### config.mk
export PLATFORM = sky130hd
export DESIGN_NAME = special_move_sequencer_flat
export DESIGN_NICKNAME = d
export VERILOG_FILES = /design/src/rtl/special_move_sequencer_if.sv /design/src/rtl/special_move_sequencer.sv /design/src/flat_wrapper.sv
export SDC_FILE = /design/constraint.sdc
export NUM_CORES = 1
export LEC_CHECK = 0
export CORE_MARGIN = 3
export CORE_UTILIZATION = 35
export CTS_BUF_LIST = sky130_fd_sc_hd__clkbuf_2 sky130_fd_sc_hd__clkbuf_4 sky130_fd_sc_hd__clkbuf_8
export CTS_CLUSTER_DIAMETER = 200
export CTS_CLUSTER_SIZE = 12
export DETAILED_ROUTE_END_ITERATION = 10
export GPL_ROUTABILITY_DRIVEN = 1
export PLACE_DENSITY_LB_ADDON = 0.15
export SLEW_MARGIN = 15
export SYNTH_ARGS = -nofsm -noshare
export SYNTH_HDL_FRONTEND = slang
export SYNTH_SLANG_ARGS = --single-unit
export TNS_END_PERCENT = 1
### constraint.sdc
create_clock -name clk -period 3.7 [get_ports clk]
set_input_delay 1.11 -clock clk [delete_from_list [all_inputs] [get_ports clk]]
set_output_delay 1.11 -clock clk [all_outputs]
set_load 0.1 [all_outputs]
### src/rtl/special_move_sequencer_if.sv
// Control bundle between the special-move sequencer and the datapath.
// The sequencer is the master: it takes run/opcode and drives every enable and select.
interface special_move_sequencer_if #(
  parameter int unsigned OPCODE_WIDTH = 5,
  parameter int unsigned COUNT_WIDTH  = 16
);
  logic                    run;
  logic [OPCODE_WIDTH-1:0] opcode;
  logic                    PC_select;
  logic                    MAR_enable;
  logic                    PC_increment_enable;
  logic                    read;
  logic                    MDR_enable;
  logic                    MDR_select;
  logic                    IR_enable;
  logic                    Gra;
  logic                    r_enable;
  logic                    r_select;
  logic                    HI_select;
  logic                    LO_select;
  logic                    HI_enable;
  logic                    LO_enable;
  logic                    done;
  logic                    illegal;
  logic [COUNT_WIDTH-1:0]  retired;

  modport master (
    input  run, opcode,
    output PC_select, MAR_enable, PC_increment_enable, read, MDR_enable, MDR_select,
           IR_enable, Gra, r_enable, r_select, HI_select, LO_select, HI_enable, LO_enable,
           done, illegal, retired
  );

  modport slave (
    output run, opcode,
    input  PC_select, MAR_enable, PC_increment_enable, read, MDR_enable, MDR_select,
           IR_enable, Gra, r_enable, r_select, HI_select, LO_select, HI_enable, LO_enable,
           done, illegal, retired
  );
endinterface

### src/rtl/special_move_sequencer.sv
// Control FSM for mfhi/mflo/mthi/mtlo: fetch in T0..T2 (with optional memory wait
// states in T1), then one opcode-qualified execute step in T3.
module special_move_sequencer #(
  parameter int unsigned          OPCODE_WIDTH = 5,
  parameter int unsigned          MEM_WAIT     = 0,
  parameter int unsigned          COUNT_WIDTH  = 16,
  parameter logic [OPCODE_WIDTH-1:0] OP_MFHI   = 5'b11001,
  parameter logic [OPCODE_WIDTH-1:0] OP_MFLO   = 5'b11010,
  parameter logic [OPCODE_WIDTH-1:0] OP_MTHI   = 5'b10111,
  parameter logic [OPCODE_WIDTH-1:0] OP_MTLO   = 5'b11000
) (
  input  logic                     clk,
  input  logic                     reset_n,
  special_move_sequencer_if.master bus
);

  localparam logic [3:0] WaitLast = 4'(MEM_WAIT);

  typedef enum logic [2:0] {StIdle, StT0, StT1, StT2, StT3} state_e;

  state_e                 state_q;
  logic [3:0]             wait_q;
  logic [COUNT_WIDTH-1:0] retired_q;

  // Fetch-phase controls are registered alongside the state they belong to.
  logic pc_select_q, mar_enable_q, pc_inc_q, read_q, mdr_enable_q, mdr_select_q, ir_enable_q;

  // Execute-phase controls; opcode is only valid from T3 so these cannot be registered.
  logic gra, r_enable, r_select, hi_select, lo_select, hi_enable, lo_enable, done, illegal;

  // Decode the execute step from the live opcode while in T3.
  always_comb begin
    gra       = 1'b0;
    r_enable  = 1'b0;
    r_select  = 1'b0;
    hi_select = 1'b0;
    lo_select = 1'b0;
    hi_enable = 1'b0;
    lo_enable = 1'b0;
    done      = 1'b0;
    illegal   = 1'b0;
    if (state_q == StT3) begin
      case (bus.opcode)
        OP_MFHI: begin
          gra       = 1'b1;
          hi_select = 1'b1;
          r_enable  = 1'b1;
          done      = 1'b1;
        end
        OP_MFLO: begin
          gra       = 1'b1;
          lo_select = 1'b1;
          r_enable  = 1'b1;
          done      = 1'b1;
        end
        OP_MTHI: begin
          gra       = 1'b1;
          r_select  = 1'b1;
          hi_enable = 1'b1;
          done      = 1'b1;
        end
        OP_MTLO: begin
          gra       = 1'b1;
          r_select  = 1'b1;
          lo_enable = 1'b1;
          done      = 1'b1;
        end
        default: illegal = 1'b1;
      endcase
    end
  end

  // Sequencer state, wait-state counter, registered fetch controls and retire count.
  always_ff @(posedge clk) begin
    if (!reset_n) begin
      state_q      <= StIdle;
      wait_q       <= 4'd0;
      retired_q    <= '0;
      pc_select_q  <= 1'b0;
      mar_enable_q <= 1'b0;
      pc_inc_q     <= 1'b0;
      read_q       <= 1'b0;
      mdr_enable_q <= 1'b0;
      mdr_select_q <= 1'b0;
      ir_enable_q  <= 1'b0;
    end else begin
      case (state_q)
        StIdle: begin
          if (bus.run) begin
            state_q      <= StT0;
            pc_select_q  <= 1'b1;
            mar_enable_q <= 1'b1;
          end
        end
        StT0: begin
          state_q      <= StT1;
          pc_select_q  <= 1'b0;
          mar_enable_q <= 1'b0;
          pc_inc_q     <= 1'b1;
          read_q       <= 1'b1;
          mdr_enable_q <= 1'b1;
        end
        StT1: begin
          // PC advances only in the first T1 cycle, however long memory takes.
          pc_inc_q <= 1'b0;
          if (wait_q == WaitLast) begin
            state_q      <= StT2;
            wait_q       <= 4'd0;
            read_q       <= 1'b0;
            mdr_enable_q <= 1'b0;
            mdr_select_q <= 1'b1;
            ir_enable_q  <= 1'b1;
          end else begin
            wait_q <= wait_q + 4'd1;
          end
        end
        StT2: begin
          state_q      <= StT3;
          mdr_select_q <= 1'b0;
          ir_enable_q  <= 1'b0;
        end
        StT3: begin
          if (done) begin
            retired_q <= retired_q + COUNT_WIDTH'(1);
          end
          // Back-to-back issue goes straight to T0 with no idle bubble.
          if (bus.run) begin
            state_q      <= StT0;
            pc_select_q  <= 1'b1;
            mar_enable_q <= 1'b1;
          end else begin
            state_q <= StIdle;
          end
        end
        default: state_q <= StIdle;
      endcase
    end
  end

  assign bus.PC_select           = pc_select_q;
  assign bus.MAR_enable          = mar_enable_q;
  assign bus.PC_increment_enable = pc_inc_q;
  assign bus.read                = read_q;
  assign bus.MDR_enable          = mdr_enable_q;
  assign bus.MDR_select          = mdr_select_q;
  assign bus.IR_enable           = ir_enable_q;
  assign bus.Gra                 = gra;
  assign bus.r_enable            = r_enable;
  assign bus.r_select            = r_select;
  assign bus.HI_select           = hi_select;
  assign bus.LO_select           = lo_select;
  assign bus.HI_enable           = hi_enable;
  assign bus.LO_enable           = lo_enable;
  assign bus.done                = done;
  assign bus.illegal             = illegal;
  assign bus.retired             = retired_q;

endmodule

### src/flat_wrapper.sv
// flat-port wrapper written by rule: the top's interface ports become plain ports
module special_move_sequencer_flat 
#(
  parameter int unsigned          OPCODE_WIDTH = 5,
  parameter int unsigned          MEM_WAIT     = 0,
  parameter int unsigned          COUNT_WIDTH  = 16,
  parameter logic [OPCODE_WIDTH-1:0] OP_MFHI   = 5'b11001,
  parameter logic [OPCODE_WIDTH-1:0] OP_MFLO   = 5'b11010,
  parameter logic [OPCODE_WIDTH-1:0] OP_MTHI   = 5'b10111,
  parameter logic [OPCODE_WIDTH-1:0] OP_MTLO   = 5'b11000
)
  (clk, reset_n, bus_run, bus_opcode, bus_PC_select, bus_MAR_enable, bus_PC_increment_enable, bus_read, bus_MDR_enable, bus_MDR_select, bus_IR_enable, bus_Gra, bus_r_enable, bus_r_select, bus_HI_select, bus_LO_select, bus_HI_enable, bus_LO_enable, bus_done, bus_illegal, bus_retired);
  special_move_sequencer_if #(.OPCODE_WIDTH(OPCODE_WIDTH), .COUNT_WIDTH(COUNT_WIDTH)) bus_i ();
  input  logic clk;
  input  logic reset_n;
  input wire logic [$bits(bus_i.run)-1:0] bus_run;
  input wire logic [$bits(bus_i.opcode)-1:0] bus_opcode;
  output wire logic [$bits(bus_i.PC_select)-1:0] bus_PC_select;
  output wire logic [$bits(bus_i.MAR_enable)-1:0] bus_MAR_enable;
  output wire logic [$bits(bus_i.PC_increment_enable)-1:0] bus_PC_increment_enable;
  output wire logic [$bits(bus_i.read)-1:0] bus_read;
  output wire logic [$bits(bus_i.MDR_enable)-1:0] bus_MDR_enable;
  output wire logic [$bits(bus_i.MDR_select)-1:0] bus_MDR_select;
  output wire logic [$bits(bus_i.IR_enable)-1:0] bus_IR_enable;
  output wire logic [$bits(bus_i.Gra)-1:0] bus_Gra;
  output wire logic [$bits(bus_i.r_enable)-1:0] bus_r_enable;
  output wire logic [$bits(bus_i.r_select)-1:0] bus_r_select;
  output wire logic [$bits(bus_i.HI_select)-1:0] bus_HI_select;
  output wire logic [$bits(bus_i.LO_select)-1:0] bus_LO_select;
  output wire logic [$bits(bus_i.HI_enable)-1:0] bus_HI_enable;
  output wire logic [$bits(bus_i.LO_enable)-1:0] bus_LO_enable;
  output wire logic [$bits(bus_i.done)-1:0] bus_done;
  output wire logic [$bits(bus_i.illegal)-1:0] bus_illegal;
  output wire logic [$bits(bus_i.retired)-1:0] bus_retired;
  assign bus_i.run = bus_run;
  assign bus_i.opcode = bus_opcode;
  assign bus_PC_select = bus_i.PC_select;
  assign bus_MAR_enable = bus_i.MAR_enable;
  assign bus_PC_increment_enable = bus_i.PC_increment_enable;
  assign bus_read = bus_i.read;
  assign bus_MDR_enable = bus_i.MDR_enable;
  assign bus_MDR_select = bus_i.MDR_select;
  assign bus_IR_enable = bus_i.IR_enable;
  assign bus_Gra = bus_i.Gra;
  assign bus_r_enable = bus_i.r_enable;
  assign bus_r_select = bus_i.r_select;
  assign bus_HI_select = bus_i.HI_select;
  assign bus_LO_select = bus_i.LO_select;
  assign bus_HI_enable = bus_i.HI_enable;
  assign bus_LO_enable = bus_i.LO_enable;
  assign bus_done = bus_i.done;
  assign bus_illegal = bus_i.illegal;
  assign bus_retired = bus_i.retired;
  special_move_sequencer #(.OPCODE_WIDTH(OPCODE_WIDTH), .MEM_WAIT(MEM_WAIT), .COUNT_WIDTH(COUNT_WIDTH), .OP_MFHI(OP_MFHI), .OP_MFLO(OP_MFLO), .OP_MTHI(OP_MTHI), .OP_MTLO(OP_MTLO)) u_core (.clk(clk), .reset_n(reset_n), .bus(bus_i));
endmodule
# Word-level counts from Yosys, hierarchy flattened
# Index checks and enable logic that the tools add are counted.
dict set report word_totals {
  input_bits 8
  reg_bits 27
  out_inout_bits 32
  word_cells 62
}
dict set report classes {
  n_eq_ne 11
  reduce_logical 14
  n_mux 28
  add_sub_neg 2
}
# cell n
set op_table {}
lappend op_table {{$eq A5 B5 Y1 const B} 4}
lappend op_table {{$mux W1} 20}
lappend op_table {{$add A16 B1 Y16 const B} 1}
lappend op_table {{$pmux W3 S5} 1}
lappend op_table {{$reduce_and A2 Y1} 5}
lappend op_table {{$pmux W1 S2} 4}
lappend op_table {{$eq A3 B2 Y1 const B} 2}
lappend op_table {{$mux W3} 2}
lappend op_table {{$reduce_bool A2 Y1} 3}
lappend op_table {{$reduce_or A2 Y1} 3}
lappend op_table {{$add A4 B1 Y4 const B} 1}
lappend op_table {{$logic_not A4 Y1} 1}
lappend op_table {{$mux W4} 1}
lappend op_table {{$ne A2 B1 Y1 const B} 2}
lappend op_table {{$reduce_or A4 Y1} 1}
lappend op_table {{$eq A3 B1 Y1 const B} 1}
lappend op_table {{$eq A3 B3 Y1 const B} 1}
lappend op_table {{$logic_not A3 Y1} 1}
lappend op_table {{$ne A2 B2 Y1 const B} 1}

# Logic depth before layout (Yosys ltp)
# Gate-level depths: netlist of the first run.
dict set report depth {
  depth_word 5
  depth_mapped 6
  mapped_depth_nobuf 6
}

# Least setup slack after synthesis of the first run
# No wires, ideal clock.
dict set report synth_path {
  kind {input port to output port}
  start {in bus_opcode[4]}
  end {out bus_r_select}
  arrival_time_ns 4.238
  path_buffers 0
  path_slack_ns -1.648
  path_stages 4
  required_ns 2.590
  cell_sequence {and4bb_4 nand2_1 nor3_1 or2_2}
}
dict set report synth_between {
  elab_chain_len 4
  elab_cells_between_ends 5
  classes_between {2 x eq/ne; 2 x mux; 1 x reduce/logical}
}
# item line
set synth_rtl {}
lappend synth_rtl {{start: declaration} flat_wrapper.sv:17} ;# input wire logic [$bits(bus_i.opcode)-1:0] bus_opcode;
lappend synth_rtl {{$eq A5 B5 Y1} special_move_sequencer.sv:43} ;# case (bus.opcode)
lappend synth_rtl {{$reduce_or A2 Y1 (no source line) *} n/a}
lappend synth_rtl {{$mux W1 *} special_move_sequencer.sv:43}
lappend synth_rtl {{$mux W1 *} special_move_sequencer.sv:42} ;# if (state_q == StT3) begin
lappend synth_rtl {{end: declaration} flat_wrapper.sv:27} ;# output wire logic [$bits(bus_i.r_select)-1:0] bus_r_select;
# Every way passes the cells marked *; elsewhere a longest branch is shown, timed or not.

# Worst setup path after layout of the first run
# Ends and elaborated chain as after synthesis.

==> metrics.txt, run 1 <==
status finished, final reports clean; total power draw 0.000650 W; Detail Route Antenna Nets 0; die area around 4900 um^2; routability congestion estimate from global placement just under 0.8; Gate power share about a quarter; diode insertion count for antenna repair 0; Setup crit end kind output port; Fin. Hold Viols 0; cell count of the worst hold path 2; average wire per standard cell 14.4 um; estimated wirelength of the detail-placed design about 2.7 mm; YS warnings 0; Total Negative Setup Slacks 0 ns; count of TritonRoute iterations in the first routing pass 4; proportion of power drawn by flip-flops and latches 48.3%; Worst-Skew Late Latency between 0.2 and 0.3 ns; total internal power between 0.0004 and 0.0005 W; worst-margin pin slew 0.665 ns; per-cell via count in the routed design around 5.6; die boundary height ~70 um; biggest area contributors in the synthesized netlist dfxtp_1, a21oi_1, o31ai_1; Overall Global Routing Usage between 15 and 20%; CTS sink cnt 27; RSZ-0062 raised after global routing false; dpl cell area 1930 um^2; maximum fanout encountered on the critical timing path 4; destination of the worst register-to-register timing path u_core.bus.retired[14]$_SDFFE_PN0P_; starting density of the core 37.5%; largest vdd supply drop about 0.23 mV; post-route clock period utilization a little over nine tenths; H-tree Lvls 1; biggest area consumer among synthesized cells dfxtp_1; Startpoint Class input pin; summed instance area of the synthesized netlist 1420 um^2; wire length of the first global-routing pass 6.15 mm; cell count after synthesis between 150 and 200; area growth from synthesis to layout 39.2%; cell leakage power roughly 0.72 nW; Site Rows 22; pin count of the biggest net entering global routing 23; number of buffers added on ports 39; overall via count from detail_route about 1.4k; fraction of post-synthesis cell area in the top cell type by area 38.0%; count of pins on the block boundary 40; clock network fraction of total power 25.4%; Mean Syn Cell Area between 8 and 9 um^2; count of unresolved DRC violations after routing 0; Seq/Total Area, Yosys between 30% and 40%; hold worst-path end u_core.bus.retired[15]$_SDFFE_PN0P_; post-synthesis sequential element count 27; type of the worst setup path in2out; net count after synthesis 180; minimum setup slack among reg-to-reg paths 1.83 ns; switching share of power 35.0%; leading cell types in the layout, fill and taps excluded buf_4, dfxtp_1, a21oi_1; WP data arrival about 2.5 ns; length in cells of the worst reg-to-reg path 5; max-capacitance violation count 0; synth unique cells 35; count of filler cells inserted in the layout ~360; most common cell after layout, fill and taps aside buf_4; Finish-stage setup viols 0; reg-to-reg startpoint u_core.state_q[0]$_SDFFE_PN0P_; pre-CTS worst setup slack 0.00740 ns; worst slew slack as a fraction of its limit 55.6%; Std-Cell Core Area about 3800 um^2; Slew Limit Fails 0; worst-case clock skew roughly 0.0019 ns; grt total ovfl 0; startpoint of the tightest hold check path u_core.bus.retired[15]$_SDFFE_PN0P_; deepest clock path buffer count 2; initial detailed-routing violation count slightly below 60; Non-Filler Cell Area, Final slightly below 2000 um^2; cts bufs inserted 3; number of buffers inserted for hold repair after clock tree synthesis 0; net count reported at finish approximately 220; Switching Power 0.000228 W; via count of the first global-routing pass about 1.3k; clock tree from TritonCTS done; cell at the root of the clock tree clkbuf_8; type of the tightest min-delay check reg2reg; power per cell area approximately 330 nW/um^2; antenna violations before repair 0; final worst slack 0.0933 ns; highest achievable clock rate 277 MHz; Reg clk slew, reported paths about 0.090 ns; die width 69.8 um; shortest period the worst path allows around 3.6 ns; Req. time, crit path between 2 and 3 ns; Total Wirelength 3.67 mm; share of post-route cells with drive strength above 1 26.6%
-- Yosys cell counts, drive strengths merged --
cell type and instances:
nand2 13, nor3b 5, xnor2 2, xor2 1, and4bb 1, dfxtp 27, or4 11, o31ai 11
o21a 2, and3 1, inv 5, nand2b 5, a21boi 1, or3 3, o21ai 5, and4 3
or2 1, mux2i 3, nor2b 2, a211oi 1, nand3 5, nor2 12, a21oi 19, nand4 7
nor3 2, nand4b 1, ha 3, buf 8, nand3b 1, nor4 2, clkbuf 6
-- kinds of logic (layout without fill, tap and decap cells) --
| family | after synthesis | count (layout) | synth area share, % |
|---|---|---|---|
| buffers and inverters | 19 | 57 | 7.21 |
| xor gates and xnor gates | 3 | 3 | 1.85 |
| AOI/OAI and AO/OA | 39 | 39 | 16.3 |
| DFF | 27 | 27 | 38.0 |
| adders and majority gates | 3 | 3 | 2.64 |
| muxes | 3 | 3 | 2.11 |
| and+or+nand+nor | 75 | 75 | 31.9 |
-- registers in the layout (all words and copies together), names as in the netlist --
| register | flops |
|---|---|
| u_core.bus.retired | 16 |
| u_core.wait_q | 4 |
| u_core.state_q | 3 |
| u_core.bus.MAR_enable | 1 |
| u_core.bus.MDR_enable | 1 |
| u_core.bus.MDR_select | 1 |
| u_core.bus.PC_increment_enable | 1 |
-- final cells by class --
| cell class | count | area [um^2] | share of cell area [%] |
|---|---|---|---|
| well taps | 48 | 60.1 | 3.03 |
| clock buffers | 3 | 41.3 | 2.08 |
| flip-flops and latches | 27 | 541 | 27.3 |
| repair buffers | 48 | 490 | 24.7 |
| inverters | 5 | 18.8 | 0.947 |
| clock inverters | 1 | 5.00 | 0.253 |
| multi-input cells | 123 | 826 | 41.7 |
-- layer usage --
metal	up-vias	track usage [%]	wire length, um
li1	698	-	-
met2	35	26.5	1880
met5	-	0	0
met1	686	19.2	1590
met4	0	3.19	29
met3	4	3.33	166
-- power groups by stage --
| stage | logic (W) | registers (W) | clock network [W] |
|---|---|---|---|
| floorplan | 0.0000941 | 0.000363 | 0 |
| global placement | 0.000170 | 0.000320 | 0 |
| detailed placement | 0.000171 | 0.000321 | 0 |
| CTS | 0.000171 | 0.000314 | 0.000171 |
| global route | 0.000180 | 0.000317 | 0.000184 |
| finish | 0.000171 | 0.000314 | 0.000165 |
-- worst max-delay path: stages --
cell and delay [ns]:
clkdlybuf4s50_1 0.51, and4bb_4 0.26, nand2_2 0.10, nor3_4 0.20
or2_4 0.15, buf_12 0.16
-- worst max path at each step --
stage	from	to	slack [ns]	depth (start not counted)
2_1_floorplan	bus_opcode[4]	bus_r_enable	-0.22	3
3_3_place_gp	bus_opcode[4]	bus_r_select	0.04	6
3_5_place_dp	bus_opcode[1]	bus_illegal	0.007	6
4_1_cts	bus_opcode[1]	bus_illegal	0.002	6
5_1_grt	bus_opcode[3]	bus_r_select	0.009	6
6_report	bus_opcode[4]	bus_r_select	0.09	6
-- repair_timing --
action / in CTS / in global routing
gates cloned: 0 / 0
endpoints found under the setup margin: 1 / 6
buffers inserted: 0 / 1
pin swaps: 1 / 1
resized for setup: 0 / 1
-- per-stage QoR --
| stage | std cells | hold WS (ns) | util [%] |
|---|---|---|---|
| floorplan | 169 | 0.458 | - |
| global placement | 250 | 0.456 | 50.7 |
| detailed placement | 250 | 0.479 | 50.7 |
| CTS | 254 | 0.493 | 51.9 |
| global route | 255 | 0.523 | 52.2 |
| finish | 255 | 0.487 | 52.2 |
Power figures use the tool's default switching activity.
==> run 2, diff against run 1 <==
--- a/config.mk
+++ b/config.mk
@@ -8,7 +8,7 @@
 export CORE_MARGIN = 3
 export CORE_UTILIZATION = 35
 export CTS_BUF_LIST = sky130_fd_sc_hd__clkbuf_2 sky130_fd_sc_hd__clkbuf_4 sky130_fd_sc_hd__clkbuf_8
-export CTS_CLUSTER_DIAMETER = 200
+export CTS_CLUSTER_DIAMETER = 100
 export CTS_CLUSTER_SIZE = 12
 export DETAILED_ROUTE_END_ITERATION = 10
 export GPL_ROUTABILITY_DRIVEN = 1
==> results of run 2 <==
No change in the layout: final DEF, timing and power equal those of run 1.
==> run 3, diff against run 2 <==
--- a/config.mk
+++ b/config.mk
@@ -5,8 +5,8 @@
 export SDC_FILE = /design/constraint.sdc
 export NUM_CORES = 1
 export LEC_CHECK = 0
-export CORE_MARGIN = 3
-export CORE_UTILIZATION = 35
+export CORE_MARGIN = 2
+export CORE_UTILIZATION = 30
 export CTS_BUF_LIST = sky130_fd_sc_hd__clkbuf_2 sky130_fd_sc_hd__clkbuf_4 sky130_fd_sc_hd__clkbuf_8
 export CTS_CLUSTER_DIAMETER = 100
 export CTS_CLUSTER_SIZE = 12
==> run 3 against run 2 <==
Critical path depth is the same. First-iteration DRC count shrank 16%. Global-route usage shrank 2.0 points. Maximum frequency shrank 0.17%. Critical path type unchanged. Clock-buffer cell count grew 1. Highest routed layer unchanged. Flip-flop and latch count is the same.
==> metrics.txt, run 3 (synthesis results as in run 1) <==
initial detailed-routing violation count 49 (was 58); final core utilization 43.2% (was 52.2%); worst slew slack as a fraction of its limit 52.8% (was 55.6%); cell leakage power 0.757 nW (was 0.721 nW); max-capacitance violation count 0 (unchanged); Req. time, crit path 2.59 ns (about the same); Total Wirelength 3.51 mm (was 3.67 mm); cell count of the worst hold path 2 (unchanged); wire length of the first global-routing pass 5.61 mm (was 6.15 mm); dpl cell area 1930 um^2 (about the same); share of post-route cells with drive strength above 1 27.5% (was 26.6%); estimated wirelength of the detail-placed design 2.64 mm (was 2.74 mm); routability congestion estimate from global placement 0.801 (was 0.790); die area 5310 um^2 (was 4870 um^2); count of unresolved DRC violations after routing 0 (unchanged); starting density of the core 30.6% (was 37.5%); count of filler cells inserted in the layout 453 (was 361); highest achievable clock rate 277 MHz (about the same); grt total ovfl 0 (unchanged); average wire per standard cell 13.4 um (was 14.4 um); post-route clock period utilization 97.6% (was 97.5%); deepest clock path buffer count 2 (unchanged); maximum fanout encountered on the critical timing path 4 (unchanged); type of the worst setup path in2out (unchanged); leading cell types in the layout, fill and taps excluded buf_4, dfxtp_1, a21oi_1 (unchanged); Slew Limit Fails 0 (unchanged); worst-case clock skew 0.00216 ns (was 0.00187 ns); area growth from synthesis to layout 41.5% (was 39.2%); CTS sink cnt 27 (unchanged); number of buffers inserted for hold repair after clock tree synthesis 0 (unchanged); Std-Cell Core Area 4660 um^2 (was 3800 um^2); shortest period the worst path allows 3.61 ns (about the same); net count reported at finish 219 (unchanged); max reg flops 16 (unchanged); cts bufs inserted 3 (unchanged); overall via count from detail_route 1368 (was 1423); Setup crit end kind output port (unchanged); Reg clk slew, reported paths 0.09 ns (about the same); WP data arrival 2.50 ns (about the same); Fin. Hold Viols 0 (unchanged); power per cell area 328 nW/um^2 (about the same); Non-Filler Cell Area, Final 2010 um^2 (was 1980 um^2); die boundary height 72.9 um (was 69.8 um); count of pins on the block boundary 40 (unchanged); Worst-Skew Late Latency 0.27 ns (about the same); Finish-stage setup viols 0 (unchanged); Site Rows 25 (was 22); H-tree Lvls 1 (unchanged); largest vdd supply drop 0.171 mV (was 0.228 mV); RSZ-0062 raised after global routing false (unchanged); via count of the first global-routing pass 1303 (was 1318); Startpoint Class input pin (unchanged); worst-margin pin slew 0.707 ns (was 0.665 ns); clock tree from TritonCTS done (unchanged); antenna violations before repair 0 (unchanged); type of the tightest min-delay check reg2reg (unchanged); length in cells of the worst reg-to-reg path 5 (unchanged); total power draw 0.000661 W (was 0.000650 W); cell at the root of the clock tree clkbuf_8 (unchanged); count of TritonRoute iterations in the first routing pass 4 (unchanged); Detail Route Antenna Nets 0 (unchanged); Overall Global Routing Usage 13.3% (was 15.3%); status finished, final reports clean (unchanged); number of buffers added on ports 39 (unchanged); diode insertion count for antenna repair 0 (unchanged); per-cell via count in the routed design 5.24 (was 5.58); die width 72.9 um (was 69.8 um); pin count of the biggest net entering global routing 22 (was 23); most common cell after layout, fill and taps aside buf_4 (unchanged)
## run 3: cell types whose count changed in the layout (fill, tap and decap cells not counted), sizes merged
cell | before | now
clkdlybuf4s50 | 7 | 4
dlymetal6s2s | 0 | 3
clkbuf | 3 | 4
clkinv | 1 | 0
## run 3: stage by stage
step                      instances  setup slack, ns  hold slack, ns  setup TNS, ns
after detailed placement        256          -0.0502           0.480        -0.0502
final                           261           0.0870           0.489              0
after global placement          256          -0.0117           0.453        -0.0117
after floorplan                 169           -0.218           0.458          -1.09
after CTS                       260         0.000300           0.495              0
after global routing            261          0.00896           0.527              0
## run 3: cell type report
cell class | count | area (um^2) | share of cell area (%)
tap | 54 | 67.6 | 3.35
inverter | 5 | 18.8 | 0.932
sequential | 27 | 541 | 26.8
timing repair buffer | 48 | 498 | 24.7
clock buffer | 4 | 48.8 | 2.42
multi-input combinational | 123 | 841 | 41.7
## run 3: final timing paths
path	from	endpoint	slack (ns)
worst max-delay path	bus_opcode[3]	bus_done	0.09
worst min-delay path	u_core.bus.retired[15]$_SDFFE_PN0P_	u_core.bus.retired[15]$_SDFFE_PN0P_	0.49
worst max register to register	u_core.state_q[0]$_SDFFE_PN0P_	u_core.bus.retired[3]$_SDFFE_PN0P_	1.83
worst min register to register	u_core.bus.retired[15]$_SDFFE_PN0P_	u_core.bus.retired[15]$_SDFFE_PN0P_	0.49
## run 3: where the power goes
group	internal (W)	switching (W)
sequential	0.000301	0.0000124
combinational	0.0000463	0.000126
clock	0.0000845	0.0000908
total	0.000432	0.000229
## run 3: layer usage
metal	vias up	routed length [um]	GRT usage, %
li1	700	-	-
met1	649	1500	15.3
met2	17	1890	24.1
met3	2	95	2.90
met4	0	25	4.32
met5	-	0	0
## run 3: what timing repair did
action                                  4_1_cts  5_1_grt
pin swaps                                     0        1
endpoints found under the setup margin        1        5
cloned                                        0        0
hold endpoints to repair                      0        0
resized for setup                             2        5
buffers inserted                              0        1
## run 3: critical path, cell delays in order
cell,delay [ns]
clkdlybuf4s50_1,0.41
nand4b_1,0.26
a21boi_4,0.21
buf_4,0.15
nor2_4,0.16
buf_12,0.20
==> patch, RTL diff (config.mk and constraints of run 1) <==
Encoding of `state_e`: now Gray code (3 bits for 5 states).
--- a/src/rtl/special_move_sequencer.sv
+++ b/src/rtl/special_move_sequencer.sv
@@ -17,5 +17,5 @@
   localparam logic [3:0] WaitLast = 4'(MEM_WAIT);
 
-  typedef enum logic [2:0] {StIdle, StT0, StT1, StT2, StT3} state_e;
+  typedef enum logic [2:0] {StIdle = 3'b000, StT0 = 3'b001, StT1 = 3'b011, StT2 = 3'b010, StT3 = 3'b110} state_e;
 
   state_e                 state_q;
Behaviour: no difference found for any inputs over 10 cycles, from zero or initial values and one cycle with reset_n low; not proved beyond that.
==> patch against run 1 <==
  * Sequential share of layout area fell by 0.15 points
  * Via count rose by 1.6%
  * Hold slack got worse by 1.2 ps
  * Design area rose by 0.57%
  * Combinational power fell by 23%
  * Register-to-register slack got worse by 80 ps
  * Sequential cell count did not move
  * Worst setup slack got worse by 10 ps
  * Area after synthesis rose by 1.2%
  * Die area rose by 1.1%
  * Non-clock buffer count fell by 1
  * Total power fell by 5.8%
  * Routed wire length fell by 4.6%
==> patch: results (changes against run 1) <==
Clock tree
  – Clock buffer depth: 2 (unchanged)
  – Root Driver: clkbuf_8 (unchanged)
  – Total CTS buffers: 3 (unchanged)

GRT
  – Total GRT Usage: 14.6% (was 15.3%)
  – Vias in the first global route: 1342 (was 1318)
  – First-pass GRT wire length: 6040 um (was 6150 um)

Status
  – Outcome: finished, final reports clean (unchanged)

Pwr
  – Net Sw Frac: 31.8% (was 35.0%)
  – Worst VDD drop: 192 uV (was 228 uV)
  – Leakage dissipation: 0.000729 uW (was 0.000721 uW)

Synthesis
  – Synth top cells by count: dfxtp_1 (27), a21oi_1 (20), nand2_1 (15), or4_1 (15), o31ai_1 (11) (was dfxtp_1 (27), a21oi_1 (19), nand2_1 (13))
  – Synth area leaders: dfxtp_1 (38%), or4_1 (7.8%), a21oi_1 (6.9%) (was dfxtp_1 (38%), a21oi_1 (6.7%), o31ai_1 (5.8%))
  – Net Count, Synth: 187 (was 180)
  – Library cells used by synthesis: 40 (was 35)
  – Sequential area share after synthesis: 37.5% (was 38.0%)

Timing
  – Hold slack: 485 ps (was 487 ps)
  – Worst slew pin tran: 575 ps (was 665 ps)
  – Clk_skew: 4.16 ps (was 1.87 ps)
  – Peak Freq: 276 MHz (was 277 MHz)

Route
  – Final wirelength: 3500 um (was 3670 um)
  – Vias/cell: 5.52 (was 5.58)
  – DR iter-0 viols: 90 (was 58)

Worst setup path
  – CP arrival: 2510 ps (was 2500 ps)
  – R2R setup slack: 1750 ps (was 1830 ps)

Final layout
  – # nets final: 226 (was 219)
  – # fillers: 354 (was 361)
  – Share of post-route cells with drive strength above 1: 25.2% (was 26.6%)

Placed design
  – DP Worst Slack: 74.2 ps (was 7.40 ps)
  – Post-DP HPWL: 2690 um (was 2740 um)
  – DP Area: 0.00194 mm^2 (was 0.00193 mm^2)
  – Routability Congestion: 0.846 (was 0.790)
==> patch: area by class of cell <==
| class | count | area share (%) |
|---|---|---|
| Clock buffer | 4 | 2.45 |
| Tap cell | 48 | 3.01 |
| Multi-Input combinational cell | 128 | 41.7 |
| Inverter | 8 | 1.51 |
| Timing Repair Buffer | 47 | 24.2 |
| Sequential cell | 27 | 27.1 |
==> patch: path summary, 6_finish.rpt <==
path                                              from                      to  depth (start not counted)
worst max-delay path                     bus_opcode[4]            bus_r_select                          6
worst min-delay path            u_core.bus.retired[15]  u_core.bus.retired[15]                          2
worst max register to register       u_core.state_q[1]   u_core.bus.retired[7]                          5
worst min register to register  u_core.bus.retired[15]  u_core.bus.retired[15]                          2
==> patch: power by group through the flow <==
stage	Combinational (uW)	Sequential [uW]	Clock (uW)
floorplan	69.2	347	0
global placement	131	315	0
detailed placement	131	315	0
CTS	132	308	181
global route	138	310	195
finish	131	308	173
==> patch: critical path: stages <==
cell and delay (ps):
clkdlybuf4s50_1 410, and4b_1 240, nand2_1 190, nor3_4 50
or2_2 320, buf_12 170
==> patch: stage by stage <==
stage	util, %	cells
after detailed placement	50.8	258
final	52.1	262
after floorplan	-	176
after global placement	50.8	258
after global routing	52.1	262
after CTS	52.1	262
==> patch: layer usage <==
layer | part of all wire [%] | GRT usage [%]
met2 | 46 | 23.5
met1 | 49 | 20.0
met3 | 4.5 | 3.45
met4 | 0.51 | 2.55
met5 | 0 | 0
==> patch: kinds of logic (layout without fill, tap and decap cells) <==
kind of cell / count (synthesis) / count (layout) / synth area share (%)
AND/OR/NAND/NOR: 77 / 77 / 32.0
AO/OA/AOI/OAI: 45 / 45 / 19.0
flip-flops: 27 / 27 / 37.5
buffers and inverters: 21 / 59 / 6.86
adder cells (fa/ha/maj): 3 / 3 / 2.60
multiplexers: 2 / 2 / 1.39
XOR/XNOR: 1 / 1 / 0.608
